$ cat src/rtl/tlb_if.sv
// tlb_if: lookup/response and commit-write port bundle for tlb_unit.
interface tlb_if #(
    parameter int N_ENTRIES = 4,
    parameter int VPN_W     = 20,
    parameter int PPN_W     = 8,
    parameter int OFFSET_W  = 12
);
    logic                          lk_valid;
    logic [VPN_W+OFFSET_W-1:0]     lk_vaddr;
    logic                          lk_priv;
    logic                          rsp_valid;
    logic                          rsp_hit;
    logic                          rsp_miss;
    logic [PPN_W+OFFSET_W-1:0]     rsp_paddr;
    logic                          wen;
    logic [VPN_W-1:0]              wr_vpn;
    logic [PPN_W-1:0]              wr_ppn;
    logic                          flush;
    logic [$clog2(N_ENTRIES):0]    occupancy;
    modport master (
        output lk_valid, lk_vaddr, lk_priv, wen, wr_vpn, wr_ppn, flush,
        input  rsp_valid, rsp_hit, rsp_miss, rsp_paddr, occupancy
    );
    modport slave (
        input  lk_valid, lk_vaddr, lk_priv, wen, wr_vpn, wr_ppn, flush,
        output rsp_valid, rsp_hit, rsp_miss, rsp_paddr, occupancy
    );
endinterface

$ cat src/rtl/tlb_unit.sv
// tlb_unit: fully-associative TLB with round-robin replacement, supervisor bypass
// and a registered single-cycle lookup response.
module tlb_unit #(
    parameter int N_ENTRIES = 4,
    parameter int VPN_W     = 20,
    parameter int PPN_W     = 8,
    parameter int OFFSET_W  = 12
) (
    input logic   clk,
    input logic   rst,
    tlb_if.slave  bus
);
    localparam int IW = $clog2(N_ENTRIES);
    localparam int PW = PPN_W + OFFSET_W;
    logic [N_ENTRIES-1:0] valid, hit_vec;
    logic [VPN_W-1:0]     vpn [N_ENTRIES];
    logic [PPN_W-1:0]     ppn [N_ENTRIES];
    logic [IW-1:0]        vp, w_idx, free_idx, tgt;
    logic [PPN_W-1:0]     lk_ppn;
    logic [VPN_W-1:0]     lk_vpn;
    logic                 w_hit, full, do_wr, lk_hit;
    assign lk_vpn = bus.lk_vaddr[VPN_W+OFFSET_W-1:OFFSET_W];
    // Descending scan so free_idx settles on the lowest invalid slot.
    always_comb begin
        hit_vec  = '0;
        lk_ppn   = '0;
        w_idx    = '0;
        free_idx = '0;
        w_hit    = 1'b0;
        for (int i = N_ENTRIES - 1; i >= 0; i--) begin
            hit_vec[i] = valid[i] && vpn[i] == lk_vpn;
            if (hit_vec[i]) lk_ppn = ppn[i];
            if (valid[i] && vpn[i] == bus.wr_vpn) begin
                w_hit = 1'b1;
                w_idx = IW'(i);
            end
            if (!valid[i]) free_idx = IW'(i);
        end
    end
    assign lk_hit = |hit_vec;
    assign full   = &valid;
    assign do_wr  = bus.wen && !bus.flush;
    assign tgt    = w_hit ? w_idx : full ? vp : free_idx;
    always_ff @(posedge clk or negedge rst) begin
        if (!rst) begin
            valid         <= '0;
            vp            <= '0;
            bus.occupancy <= '0;
            bus.rsp_valid <= 1'b0;
            bus.rsp_hit   <= 1'b0;
            bus.rsp_miss  <= 1'b0;
            bus.rsp_paddr <= '0;
        end else begin
            bus.rsp_valid <= bus.lk_valid;
            bus.rsp_miss  <= bus.lk_valid && !(bus.lk_priv || lk_hit);
            if (bus.lk_valid) begin
                bus.rsp_hit   <= bus.lk_priv || lk_hit;
                bus.rsp_paddr <= bus.lk_priv ? bus.lk_vaddr[PW-1:0] :
                                 lk_hit ? {lk_ppn, bus.lk_vaddr[OFFSET_W-1:0]} : '0;
            end
            if (bus.flush) begin
                valid         <= '0;
                vp            <= '0;
                bus.occupancy <= '0;
            end else if (bus.wen) begin
                valid[tgt] <= 1'b1;
                if (!w_hit && full) vp <= vp + 1'b1;
                if (!w_hit && !full) bus.occupancy <= bus.occupancy + 1'b1;
            end
        end
    end
    // Table contents need no reset; valid bits gate every use.
    always_ff @(posedge clk) begin
        if (do_wr) begin
            vpn[tgt] <= bus.wr_vpn;
            ppn[tgt] <= bus.wr_ppn;
        end
    end
endmodule

$ cat src/flat_wrapper.sv
// flat-port wrapper written by rule: the top's interface ports become plain ports
module tlb_unit_flat 
#(
    parameter int N_ENTRIES = 4,
    parameter int VPN_W     = 20,
    parameter int PPN_W     = 8,
    parameter int OFFSET_W  = 12
)
  (clk, rst, bus_lk_valid, bus_lk_vaddr, bus_lk_priv, bus_wen, bus_wr_vpn, bus_wr_ppn, bus_flush, bus_rsp_valid, bus_rsp_hit, bus_rsp_miss, bus_rsp_paddr, bus_occupancy);
  tlb_if #(.N_ENTRIES(N_ENTRIES), .VPN_W(VPN_W), .PPN_W(PPN_W), .OFFSET_W(OFFSET_W)) bus_i ();
  input logic clk;
  input logic rst;
  input wire logic [$bits(bus_i.lk_valid)-1:0] bus_lk_valid;
  input wire logic [$bits(bus_i.lk_vaddr)-1:0] bus_lk_vaddr;
  input wire logic [$bits(bus_i.lk_priv)-1:0] bus_lk_priv;
  input wire logic [$bits(bus_i.wen)-1:0] bus_wen;
  input wire logic [$bits(bus_i.wr_vpn)-1:0] bus_wr_vpn;
  input wire logic [$bits(bus_i.wr_ppn)-1:0] bus_wr_ppn;
  input wire logic [$bits(bus_i.flush)-1:0] bus_flush;
  output wire logic [$bits(bus_i.rsp_valid)-1:0] bus_rsp_valid;
  output wire logic [$bits(bus_i.rsp_hit)-1:0] bus_rsp_hit;
  output wire logic [$bits(bus_i.rsp_miss)-1:0] bus_rsp_miss;
  output wire logic [$bits(bus_i.rsp_paddr)-1:0] bus_rsp_paddr;
  output wire logic [$bits(bus_i.occupancy)-1:0] bus_occupancy;
  assign bus_i.lk_valid = bus_lk_valid;
  assign bus_i.lk_vaddr = bus_lk_vaddr;
  assign bus_i.lk_priv = bus_lk_priv;
  assign bus_i.wen = bus_wen;
  assign bus_i.wr_vpn = bus_wr_vpn;
  assign bus_i.wr_ppn = bus_wr_ppn;
  assign bus_i.flush = bus_flush;
  assign bus_rsp_valid = bus_i.rsp_valid;
  assign bus_rsp_hit = bus_i.rsp_hit;
  assign bus_rsp_miss = bus_i.rsp_miss;
  assign bus_rsp_paddr = bus_i.rsp_paddr;
  assign bus_occupancy = bus_i.occupancy;
  tlb_unit #(.N_ENTRIES(N_ENTRIES), .VPN_W(VPN_W), .PPN_W(PPN_W), .OFFSET_W(OFFSET_W)) u_core (.clk(clk), .rst(rst), .bus(bus_i));
endmodule
$ cat config.mk
export PLATFORM = sky130hd
export DESIGN_NAME = tlb_unit_flat
export DESIGN_NICKNAME = d
export VERILOG_FILES = /design/src/rtl/tlb_if.sv /design/src/rtl/tlb_unit.sv /design/src/flat_wrapper.sv
export SDC_FILE = /design/constraint.sdc
export NUM_CORES = 1
export LEC_CHECK = 0
export CAP_MARGIN = 20
export CORE_ASPECT_RATIO = 1.4
export CORE_MARGIN = 2
export CORE_UTILIZATION = 55
export CTS_CLUSTER_SIZE = 14
export DETAILED_ROUTE_END_ITERATION = 6
export PLACE_DENSITY = 0.8
export SKIP_CTS_REPAIR_TIMING = 1
export SLEW_MARGIN = 20
export SYNTH_ARGS = -nofsm -noshare
export SYNTH_HDL_FRONTEND = slang
export SYNTH_SLANG_ARGS = --single-unit
export TNS_END_PERCENT = 100
$ cat constraint.sdc
create_clock -name clk -period 9.5 [get_ports clk]
set_input_delay 0.95 -clock clk [delete_from_list [all_inputs] [get_ports clk]]
set_output_delay 0.95 -clock clk [all_outputs]
set_load 0.01 [all_outputs]
==> results.md <==
* Fillers at about 940
* FF-to-FF path depth at 8
* RSZ-0062 raised after global routing: false
* Area Growth Syn to Fin at 22.6%
* Outcome: finished clean
* Final Hold Viols at 0
* Nets at slightly above 700
* Met3 GRT Util at about 5.6%
* Min-delay worst type: reg -> reg
* Most numerous cell in the Yosys netlist: edfxtp_1
* Final Max Slew Viols at 0
* First-pass GRT wire length at around 29 mm
* Syn_area_per_cell at around 12 sq um
* GRT met1 Usage at 32.5%
* Port buffer count at 91
* DRC violation total after the first TritonRoute iteration at a little under 300
* RR Endpoint: u_core.ppn[0][7]
* Detail Route Antenna Nets at 0
* Distinct cells, synth at 38
* Max Freq at roughly 0.22 GHz
* Die height at approximately 140 microns
* TritonCTS clock tree: done
* Bufs on Longest Clock Path at 2
* Cell area after synthesis at 0.00708 sq mm
* Root buf cell: clkbuf_16
* Routability cong. at roughly 0.94
* Htree depth at 4
* Max cap viols at 0
* Number of synthesized flops with an enable pin at 112
* Initial antenna violation count at 0
* PD cells at between 150 and 200 mW/mm^2
* Critical path arrival at between 4 and 5 ns
* Leakage at around 3 nW
* Die Wd at around 100 microns
* Max_slew headroom at approximately 35%
* Switch Pwr at roughly 370 uW
* Layout cells sized above 1 at 7.81%
* Internal power at 1.16 mW
* Worst setup SP type: primary input
* Clock Skew at between 0.01 and 0.015 ns
* Worst Setup End Kind: register
* Synth area leader: edfxtp_1
* Most used DFF post-synth: edfxtp_1
* Gr busiest metal: met2
* DRT Pass-1 Iters at 5
* Vias in the first global route at 4976
* Max FO, Critical Path at 15
* Logic pwr share at between 10 and 15%
* Peak supply drop at ~0.12 mV
* Seq pwr share at between 40 and 50%
* Synth area leaders: edfxtp_1 47%, xnor2_1 13%, dfrtp_1 11%
* Period utilisation layout at 46.8%
* GR Util All Layers at between 20% and 30%
* Largest net degree at the start of global routing at between 40 and 50
* Yosys reg bits at around 140
* Starting Density at a little under three fifths
* Fin Hold WS at 0.519 ns
* Core Rows at between 40 and 50
* Worst Setup SP: bus_wr_vpn[12]
* Worst r2r src: u_core.vpn[0][16]
* Ant diodes at 0
* DP HPWL at 14.5 mm
* Clk_lat worst skew at 0.42 ns
* Avg WL per Cell at 23.2 microns
* Switching Share at 24.4%
* Critical path required time at ~9.6 ns
* Total grt overflow at 0
* Most common library cells after synthesis: 112 x edfxtp_1, 104 x xnor2_1, 56 x xor2_1, 35 x nand2_1, 32 x dfrtp_1
* Clock Power Share at between 40% and 50%
* Final core occ at between 60 and 70%
* Clk sink count at 144
* Drt via density at 5.80
* Crit path kind: in -> reg
* Post-route minimum period at about 4.4 ns
* I/O pins at 92
* Worst hold path stage count at 2
* Syn. warnings at 0
* CTS clk-pin slew, worst paths at approximately 0.060 ns
* GR Util met2 at around half
* Setup Viol. Count Final at 0
* Vias at between 4000 and 5000
* Syn_nets at about 640
* Asr flop ratio synth at 22.2%
* Sequential area share after synthesis at roughly three fifths
* Fin Setup TNS at 0 ns
* Worst-Margin Slew at 0.968 ns
* Share of Yosys cell area claimed by the top area cell type at 47.5%
* Crit path to: u_core.ppn[0][7]
* Core Area at approximately 0.013 sq mm
* DR DRC count at 0
* CTS Buf Count at 17
* Final wirelength at 19.0 mm
* Die area at between 0.01 and 0.015 sq mm
* Worst reg-to-reg setup slack at around 6 ns
* Synth Instances at between 500 and 600
==> routing by layer <==
metal | wire, microns | share of wire, % | vias up
li1 | - | - | 2185
met1 | 6940 | 36 | 2305
met2 | 10000 | 53 | 213
met3 | 956 | 5.0 | 47
met4 | 1100 | 5.8 | 0
met5 | 0 | 0 | -
==> critical path, cell delays in order <==
cell and delay, ns:
clkdlybuf4s50_1 0.73, xnor2_1 0.19, nand4_1 0.20, nor4_1 0.57, and4_1 0.30, a21oi_1 0.07
o32a_1 0.39, nor2_2 0.75, buf_4 0.38
==> worst min-delay path by stage <==
stage	start	to	slack [ns]
after floorplan	u_core.vp[1]	u_core.vp[1]	0.52
after global placement	u_core.bus.rsp_paddr[12]	u_core.bus.rsp_paddr[12]	0.51
after detailed placement	u_core.bus.rsp_paddr[13]	u_core.bus.rsp_paddr[13]	0.50
after CTS	u_core.bus.rsp_paddr[13]	u_core.bus.rsp_paddr[13]	0.52
after global routing	u_core.bus.rsp_paddr[9]	u_core.bus.rsp_paddr[9]	0.54
final	u_core.bus.rsp_paddr[13]	u_core.bus.rsp_paddr[13]	0.52
==> registers in the layout, summed over array words and instances (netlist names) <==
name and count:
u_core.bus.rsp_miss 1, u_core.bus.occupancy 3, u_core.bus.rsp_paddr 20, u_core.bus.rsp_valid 1
u_core.vp 2, u_core.vpn 80, u_core.bus.rsp_hit 1, u_core.ppn 32
u_core.valid 4
==> layout by cell type, fill, tap and decap left out, drive strengths merged <==
cell type        n
inv             30
edfxtp         112
nand3            7
nor3             5
o21a             8
a211oi           1
xor2            56
a311o            1
o211ai           1
o22ai           16
nand2           35
o32a             1
nor4            20
clkinvlp         5
a21oi            4
clkbuf          19
or2              1
and4             1
nor2b            2
o31ai           10
nor2            18
or4              2
buf              6
bufinv           1
nand2b           3
a21boi           8
clkinv           6
o311ai           1
dfrtp           32
xnor2          104
mux2i            1
o21ai           17
clkdlybuf4s50   91
nand4           29
mux2             2
ha               1
o21ba            8
and2             1
==> layout make-up <==
type	count	area, sq um	share of cell area, %
sequential	144	4160	47.9
clock buffer	19	454	5.23
inverter	29	109	1.25
timing repair buffer	97	956	11.0
clock inverter	13	113	1.30
multi-input combinational	364	2700	31.1
tap	153	191	2.20
==> kinds of logic (layout without fill, tap and decap cells) <==
family / Yosys count / after routing / synth area share (%)
buffers and inverters: 60 / 158 / 3.36
adder cells (fa/ha/maj): 1 / 1 / 0.177
XOR/XNOR: 160 / 160 / 19.8
AO/OA/AOI/OAI: 76 / 76 / 8.21
flip-flops: 144 / 144 / 58.8
AND/OR/NAND/NOR: 124 / 124 / 9.24
multiplexers: 3 / 3 / 0.459
==> power by group through the flow <==
stage	registers (mW)	clock network, mW	logic, mW
finish	0.720	0.641	0.172
CTS	0.719	0.643	0.173
detailed placement	0.732	0	0.171
global placement	0.731	0	0.168
floorplan	0.734	0	0.0775
global route	0.722	0.667	0.184
==> per-stage QoR <==
step           cells  total power [mW]  setup WS, ns  instance area [sq um]
2_1_floorplan    568             0.811          5.55                   7080
3_3_place_gp     787             0.899          4.80                   8110
4_1_cts          819              1.54          5.12                   8690
5_1_grt          819              1.57          4.91                   8690
6_report         819              1.53          5.05                   8690
3_5_place_dp     787             0.904          4.70                   8120
Power figures use the tool's default switching activity.
